**config.mk**
```make
export PLATFORM = sky130hd
export DESIGN_NAME = uart_tx_arbiter
export DESIGN_NICKNAME = d
export VERILOG_FILES = /design/src/rtl/uart_tx_arbiter_pkg.sv /design/src/rtl/tx_hold_reg.sv /design/src/rtl/uart_tx_arbiter.sv
export SDC_FILE = /design/constraint.sdc
export NUM_CORES = 1
export LEC_CHECK = 0
export BUFFER_PORTS_ARGS = -buffer_cell sky130_fd_sc_hd__clkbuf_2
export CAP_MARGIN = 40
export CORE_UTILIZATION = 52
export CTS_CLUSTER_DIAMETER = 120
export CTS_CLUSTER_SIZE = 16
export DETAILED_ROUTE_END_ITERATION = 16
export PLACE_DENSITY = 0.85
export SETUP_SLACK_MARGIN = 0.05
export SLEW_MARGIN = 20
export SYNTH_ARGS = -nofsm -noshare
export SYNTH_HDL_FRONTEND = slang
export SYNTH_SLANG_ARGS = --single-unit
```
**constraint.sdc**
```tcl
create_clock -name clk -period 1.5 [get_ports clk]
set_input_delay 0.075 -clock clk [delete_from_list [all_inputs] [get_ports clk]]
set_output_delay 0.075 -clock clk [all_outputs]
set_load 0.005 [all_outputs]
```
**src/rtl/uart_tx_arbiter_pkg.sv**
```systemverilog
// Shared definitions for the two-requester UART transmit arbiter.
// FSM state encoding and requester identifiers, used by RTL and bench.
package uart_tx_arbiter_pkg;

    typedef enum logic [1:0] {
        ARB_IDLE  = 2'd0,
        ARB_START = 2'd1,
        ARB_BUSY  = 2'd2
    } arb_state_e;

    localparam logic REQ_MON = 1'b0;
    localparam logic REQ_CPU = 1'b1;

    // Single full buffer wins outright; a tie goes to fixed or alternating priority.
    function automatic logic pick_winner(
        input logic m_full,
        input logic c_full,
        input logic fixed_prio,
        input logic last_grant
    );
        logic win;
        win = REQ_MON;
        if (m_full && !c_full) begin
            win = REQ_MON;
        end else if (c_full && !m_full) begin
            win = REQ_CPU;
        end else if (fixed_prio) begin
            win = REQ_MON;
        end else begin
            win = ~last_grant;
        end
        return win;
    endfunction

endpackage

```
**src/rtl/tx_hold_reg.sv**
```systemverilog
// One-entry valid/ready holding buffer for a single UART requester.
// Captures on valid && ready; emptied by clr when its byte is granted.
module tx_hold_reg #(
    parameter int DATA_WIDTH = 8
) (
    input  logic                  clk,
    input  logic                  rst,
    input  logic                  clr,
    input  logic                  in_valid,
    input  logic [DATA_WIDTH-1:0] in_data,
    output logic                  in_ready,
    output logic                  full,
    output logic [DATA_WIDTH-1:0] out_data
);

    logic                  full_q, full_d;
    logic [DATA_WIDTH-1:0] data_q, data_d;

    always_comb begin
        full_d = full_q;
        data_d = data_q;
        if (in_valid && !full_q) begin
            full_d = 1'b1;
            data_d = in_data;
        end else if (clr) begin
            full_d = 1'b0;
        end
    end

    always_ff @(posedge clk) begin
        if (rst) begin
            full_q <= 1'b0;
            data_q <= '0;
        end else begin
            full_q <= full_d;
            data_q <= data_d;
        end
    end

    assign in_ready = !full_q;
    assign full     = full_q;
    assign out_data = data_q;

endmodule

```
**src/rtl/uart_tx_arbiter.sv**
```systemverilog
// Shares one UART transmitter between the monitor and the CPU.
// Optional per-requester byte counters when UART_ARB_COUNT_EN is defined.
module uart_tx_arbiter
    import uart_tx_arbiter_pkg::*;
#(
    parameter int DATA_WIDTH    = 8,
    parameter int FIXED_PRIO    = 0,
    parameter int START_TIMEOUT = 4,
    parameter int CNT_WIDTH     = 16
) (
    input  logic                  clk,
    input  logic                  rst,
    input  logic                  m_valid,
    input  logic [DATA_WIDTH-1:0] m_byte,
    output logic                  m_ready,
    input  logic                  c_valid,
    input  logic [DATA_WIDTH-1:0] c_byte,
    output logic                  c_ready,
    output logic [DATA_WIDTH-1:0] u_tx_byte,
    output logic                  u_transmit,
    input  logic                  u_is_transmitting,
    output logic                  owner_cpu,
    output logic                  busy
`ifdef UART_ARB_COUNT_EN
    ,
    output logic [CNT_WIDTH-1:0]  m_count,
    output logic [CNT_WIDTH-1:0]  c_count
`endif
);

    if (START_TIMEOUT < 1 || START_TIMEOUT > 15 || CNT_WIDTH < 1) begin : g_bad_cfg
        $error("uart_tx_arbiter: parameter out of range");
    end

    localparam logic [3:0] TimerLast = 4'(START_TIMEOUT - 1);

    logic                  m_full, c_full;
    logic [DATA_WIDTH-1:0] m_data, c_data;
    logic                  grant_m, grant_c;
    logic                  win;

    arb_state_e            state_q, state_d;
    logic [3:0]            timer_q, timer_d;
    logic                  transmit_q, transmit_d;
    logic [DATA_WIDTH-1:0] tx_byte_q, tx_byte_d;
    logic                  last_q, last_d;
    logic                  owner_q, owner_d;

    tx_hold_reg #(.DATA_WIDTH(DATA_WIDTH)) u_hold_m (
        .clk      (clk),
        .rst      (rst),
        .clr      (grant_m),
        .in_valid (m_valid),
        .in_data  (m_byte),
        .in_ready (m_ready),
        .full     (m_full),
        .out_data (m_data)
    );

    tx_hold_reg #(.DATA_WIDTH(DATA_WIDTH)) u_hold_c (
        .clk      (clk),
        .rst      (rst),
        .clr      (grant_c),
        .in_valid (c_valid),
        .in_data  (c_byte),
        .in_ready (c_ready),
        .full     (c_full),
        .out_data (c_data)
    );

    always_comb begin
        state_d    = state_q;
        timer_d    = timer_q;
        transmit_d = 1'b0;
        tx_byte_d  = tx_byte_q;
        last_d     = last_q;
        owner_d    = owner_q;
        grant_m    = 1'b0;
        grant_c    = 1'b0;
        win        = pick_winner(m_full, c_full, FIXED_PRIO != 0, last_q);
        unique case (state_q)
            ARB_IDLE: begin
                if ((m_full || c_full) && !u_is_transmitting) begin
                    grant_m    = (win == REQ_MON);
                    grant_c    = (win == REQ_CPU);
                    tx_byte_d  = (win == REQ_CPU) ? c_data : m_data;
                    transmit_d = 1'b1;
                    last_d     = win;
                    owner_d    = win;
                    timer_d    = '0;
                    state_d    = ARB_START;
                end
            end
            ARB_START: begin
                // A UART that never starts is given up on; the byte is dropped.
                if (u_is_transmitting) begin
                    state_d = ARB_BUSY;
                end else if (timer_q == TimerLast) begin
                    state_d = ARB_IDLE;
                end else begin
                    timer_d = timer_q + 4'd1;
                end
            end
            ARB_BUSY: begin
                if (!u_is_transmitting) begin
                    state_d = ARB_IDLE;
                end
            end
            default: state_d = ARB_IDLE;
        endcase
    end

    always_ff @(posedge clk) begin
        if (rst) begin
            state_q    <= ARB_IDLE;
            timer_q    <= '0;
            transmit_q <= 1'b0;
            tx_byte_q  <= '0;
            last_q     <= REQ_CPU;
            owner_q    <= 1'b0;
        end else begin
            state_q    <= state_d;
            timer_q    <= timer_d;
            transmit_q <= transmit_d;
            tx_byte_q  <= tx_byte_d;
            last_q     <= last_d;
            owner_q    <= owner_d;
        end
    end

`ifdef UART_ARB_COUNT_EN
    logic [CNT_WIDTH-1:0] m_cnt_q, m_cnt_d;
    logic [CNT_WIDTH-1:0] c_cnt_q, c_cnt_d;

    always_comb begin
        m_cnt_d = m_cnt_q;
        c_cnt_d = c_cnt_q;
        if (grant_m) begin
            m_cnt_d = m_cnt_q + 1'b1;
        end
        if (grant_c) begin
            c_cnt_d = c_cnt_q + 1'b1;
        end
    end

    always_ff @(posedge clk) begin
        if (rst) begin
            m_cnt_q <= '0;
            c_cnt_q <= '0;
        end else begin
            m_cnt_q <= m_cnt_d;
            c_cnt_q <= c_cnt_d;
        end
    end

    assign m_count = m_cnt_q;
    assign c_count = c_cnt_q;
`endif

    // Reset kills a pending pulse immediately rather than at the next edge.
    assign u_transmit = transmit_q && !rst;
    assign u_tx_byte  = tx_byte_q;
    assign owner_cpu  = owner_q;
    assign busy       = (state_q != ARB_IDLE);

endmodule

```
==> metrics.md <==
| Metric | Value |
|---|---|
| Period minus WS final | `roughly 1.4 ns` |
| DR DRC count | `0` |
| Syn nets | `~200` |
| Async SR Flop Fraction | `0%` |
| Gr ovfl total | `0` |
| Peak supply drop | `about 0.96 mV` |
| R2R Setup Slk | `about 0.096 ns` |
| Synth Warn # | `0` |
| Sink Count | `35` |
| Initial antenna violation count | `0` |
| Initial Util | `a little under three fifths` |
| # diodes | `0` |
| Finish-stage setup viols | `0` |
| WL/cell | `13.98 um` |
| Worst Tran Pin Value | `about 0.55 ns` |
| CP startpoint kind | `flip-flop` |
| Root Buffer | `clkbuf_4` |
| Die area | `just over 3000 um^2` |
| Clk Latency, worst-skew pair | `between 0.3 and 0.4 ns` |
| Initial DRC Count | `between 40 and 50` |
| Skew final | `a little under 0.009 ns` |
| Power Dens Cells | `around 1100 nW/um^2` |
| Largest net degree at the start of global routing | `26` |
| Final instance count without filler cells | `roughly 260` |
| Most frequent cells in the layout | `38 x nand2_1, 34 x dfxtp_1, 33 x clkbuf_2, 26 x a21oi_1, 16 x dlygate4sd3_1` |
| Vias post-DR | `roughly 1500` |
| RSZ-0062 raised after global routing | `true` |
| Area Growth Syn to Fin | `28.75%` |
| P_leak | `~0.78 nW` |
| Fillers | `199` |
| Clk buf depth | `2` |
| Cell area after synthesis | `around 1500 um^2` |
| Syn Area/Cell | `8.195 um^2` |
| Final Hold Viols | `0` |
| Area fraction in compound gates after synthesis | `between 20% and 30%` |
| Pint | `1.433 mW` |
| Tcrit/Tclk final | `93.59%` |
| Die height | `about 55 um` |
| Port Buf Inserts | `33` |
| Setup CP Type | `reg -> reg` |
| Largest family of logic cells by synthesized area | `simple AND/OR/NAND/NOR gates` |
| Arrival time worst endpoint | `approximately 1.7 ns` |
| Slowest stage delay, CP | `~0.44 ns` |
| Crit Path Max Fanout | `6` |
| CP top delay family | `simple AND/OR/NAND/NOR gates` |
| Max Cap Viol | `0` |
| Sw frac | `between 20% and 30%` |
| HPWL after DPL | `between 2 and 2.5 mm` |
| Final Routed Wirelength | `about 3.6 mm` |
| TNS Setup | `0 ns` |
| Worst Hold Class | `in -> reg` |
| Seq pwr share | `a little over half` |
| Slowest-stage cell, CP | `or3b_4` |
| NetSw | `roughly 0.57 mW` |
| Most common cell after layout, fill and taps aside | `nand2_1` |
| Worst-path clk slew | `about 0.10 ns` |
| # IOs | `34` |
| Final Max Tran Viols | `0` |
| DP Cell Count | `approximately 230` |
| Antenna Nets Post-Route | `0` |
| Post-Syn Instances | `180` |
| GPL Wtd Cong | `between 0.8 and 0.9` |
| First-pass GRT wire length | `5.947 mm` |
| CTS Buf Count | `5` |
| Crit path buffers/inverters | `0` |
| Main flop type after synthesis | `dfxtp_1` |
| CTS tree | `yes` |
| Comb pwr share | `approximately 18%` |
| Pre-antenna DRT Iters | `5` |
| Crit end category | `flip-flop` |
| Register area share after synthesis | `47.50%` |
| Post-Synth Adder-Cell Area | `less than 1%` |
| Area share of xor/xnor cells in the synthesized design | `less than 1%` |
| Layout cells sized above 1 | `around 23%` |
| Vias/cell | `~5.7` |
| GRT Util Overall | `around 25%` |
| H-tree levels | `2` |
| Core Footprint | `between 2000 and 3000 um^2` |
| Crit-path cells | `or3b_4 -> or3_1 -> a31oi_1` |
| Post CTS Setup Buffer Count | `0` |
| Vias in the first global route | `roughly 1400` |
| Post-synthesis mux area share | `under 10%` |
| Fin util | `73.98%` |
| Max Fclk | `~710 MHz` |
| Crit path required time | `1.77 ns` |
| Post-layout nets | `249` |
| Rel. slew slack | `roughly 63%` |
| Die X | `between 50 and 60 um` |
| Post-synthesis cell type count | `32` |
| Synth Area in Simple Gates | `22.90%` |
| Outcome | `finished clean` |
| Clock power share | `between 20% and 30%` |
| Num rows | `18` |
| EDFF count, synth | `0` |
| Flops & latches, synth | `35` |
routing by layer:
layer | vias to the layer above | routed length [um] | track usage (%)
li1 | 728 | - | -
met1 | 678 | 1510 | 27.64
met2 | 53 | 1806 | 41.48
met3 | 12 | 212 | 8.665
met4 | 0 | 79 | 12.14
met5 | - | 0 | 0
cells in the mapped netlist, types with 2 or more instances:
cell type	count	area [um^2]
a211oi_1	2	15.01
a21oi_1	26	130.1
a311oi_1	8	70.07
buf_2	3	15.01
clkbuf_1	8	30.03
dfxtp_1	35	700.7
inv_1	3	11.26
mux2i_1	2	20.02
nand2_1	38	142.6
nand2b_1	2	12.51
nand3_1	11	55.05
nor2_1	5	18.77
nor2b_1	5	31.28
o211ai_1	3	22.52
o21ai_0	10	50.05
or2_2	2	12.51
or3_1	2	12.51
worst paths after layout:
| path | from | endpoint | cells past startpoint |
|---|---|---|---|
| worst max-delay path | state_q[1] | timer_q[3] | 3 |
| worst min-delay path | u_is_transmitting | state_q[1] | 2 |
| worst max register to register | state_q[1] | timer_q[3] | 3 |
| worst min register to register | u_hold_m.out_data[1] | u_hold_m.out_data[1] | 2 |
power groups by stage:
stage | registers [mW] | clock network (mW) | logic (mW)
CTS | 1.04 | 0.601 | 0.355
finish | 1.05 | 0.593 | 0.364
global route | 1.05 | 0.646 | 0.399
floorplan | 1.05 | 0 | 0.219
global placement | 1.06 | 0 | 0.305
detailed placement | 1.07 | 0 | 0.319
cells by family after synthesis:
logic type      count (synthesis)
flops                          35
compound gates                 54
buf+inv                        15
simple gates                   72
xor+xnor                        1
fa+ha+maj                       1
mux                             2
flip-flops by register name, summed over array words and instances, names as in the netlist:
name	count
u_hold_c.out_data	8
u_hold_m.out_data	8
owner_cpu	1
u_hold_c.full	1
timer_q	4
state_q	2
last_q	1
u_tx_byte	8
u_hold_m.full	1
transmit_q	1
worst register-to-register path: stages, from the launching register on:
cell,delay (ns)
dfxtp_1,0.37
or3b_4,0.44
or3_1,0.36
a31oi_1,0.16
layout make-up:
| type | instances | area (um^2) | area share [%] |
|---|---|---|---|
| multi-input cells | 130 | 725.7 | 38.21 |
| flip-flops and latches | 35 | 704.4 | 37.09 |
| repair buffers | 52 | 347.8 | 18.31 |
| clock buffers | 7 | 65.06 | 3.426 |
| well taps | 30 | 37.54 | 1.976 |
| inverters | 3 | 11.26 | 0.5929 |
| clock inverters | 1 | 7.507 | 0.3953 |
through the flow:
step | power, mW | hold WS [ns] | cell area, um^2 | worst slack, ns
after CTS | 2.001 | 0.02234 | 1889 | 0.05286
final | 2.003 | 0.02331 | 1899 | 0.09616
after floorplan | 1.269 | 0.2110 | 1475 | 0.1845
after global placement | 1.366 | 0.2979 | 1652 | 0.1380
after detailed placement | 1.385 | 0.3050 | 1652 | 0.03479
after global routing | 2.099 | 0.02293 | 1899 | 0.02573
what timing repair did:
item | 4_1_cts | 5_1_grt
gates resized for setup | 1 | 4
cloned | 0 | 0
endpoints found under the hold margin | 16 | 0
hold buffers | 16 | 0
setup endpoints to repair | 1 | 12
Power figures use the tool's default switching activity.
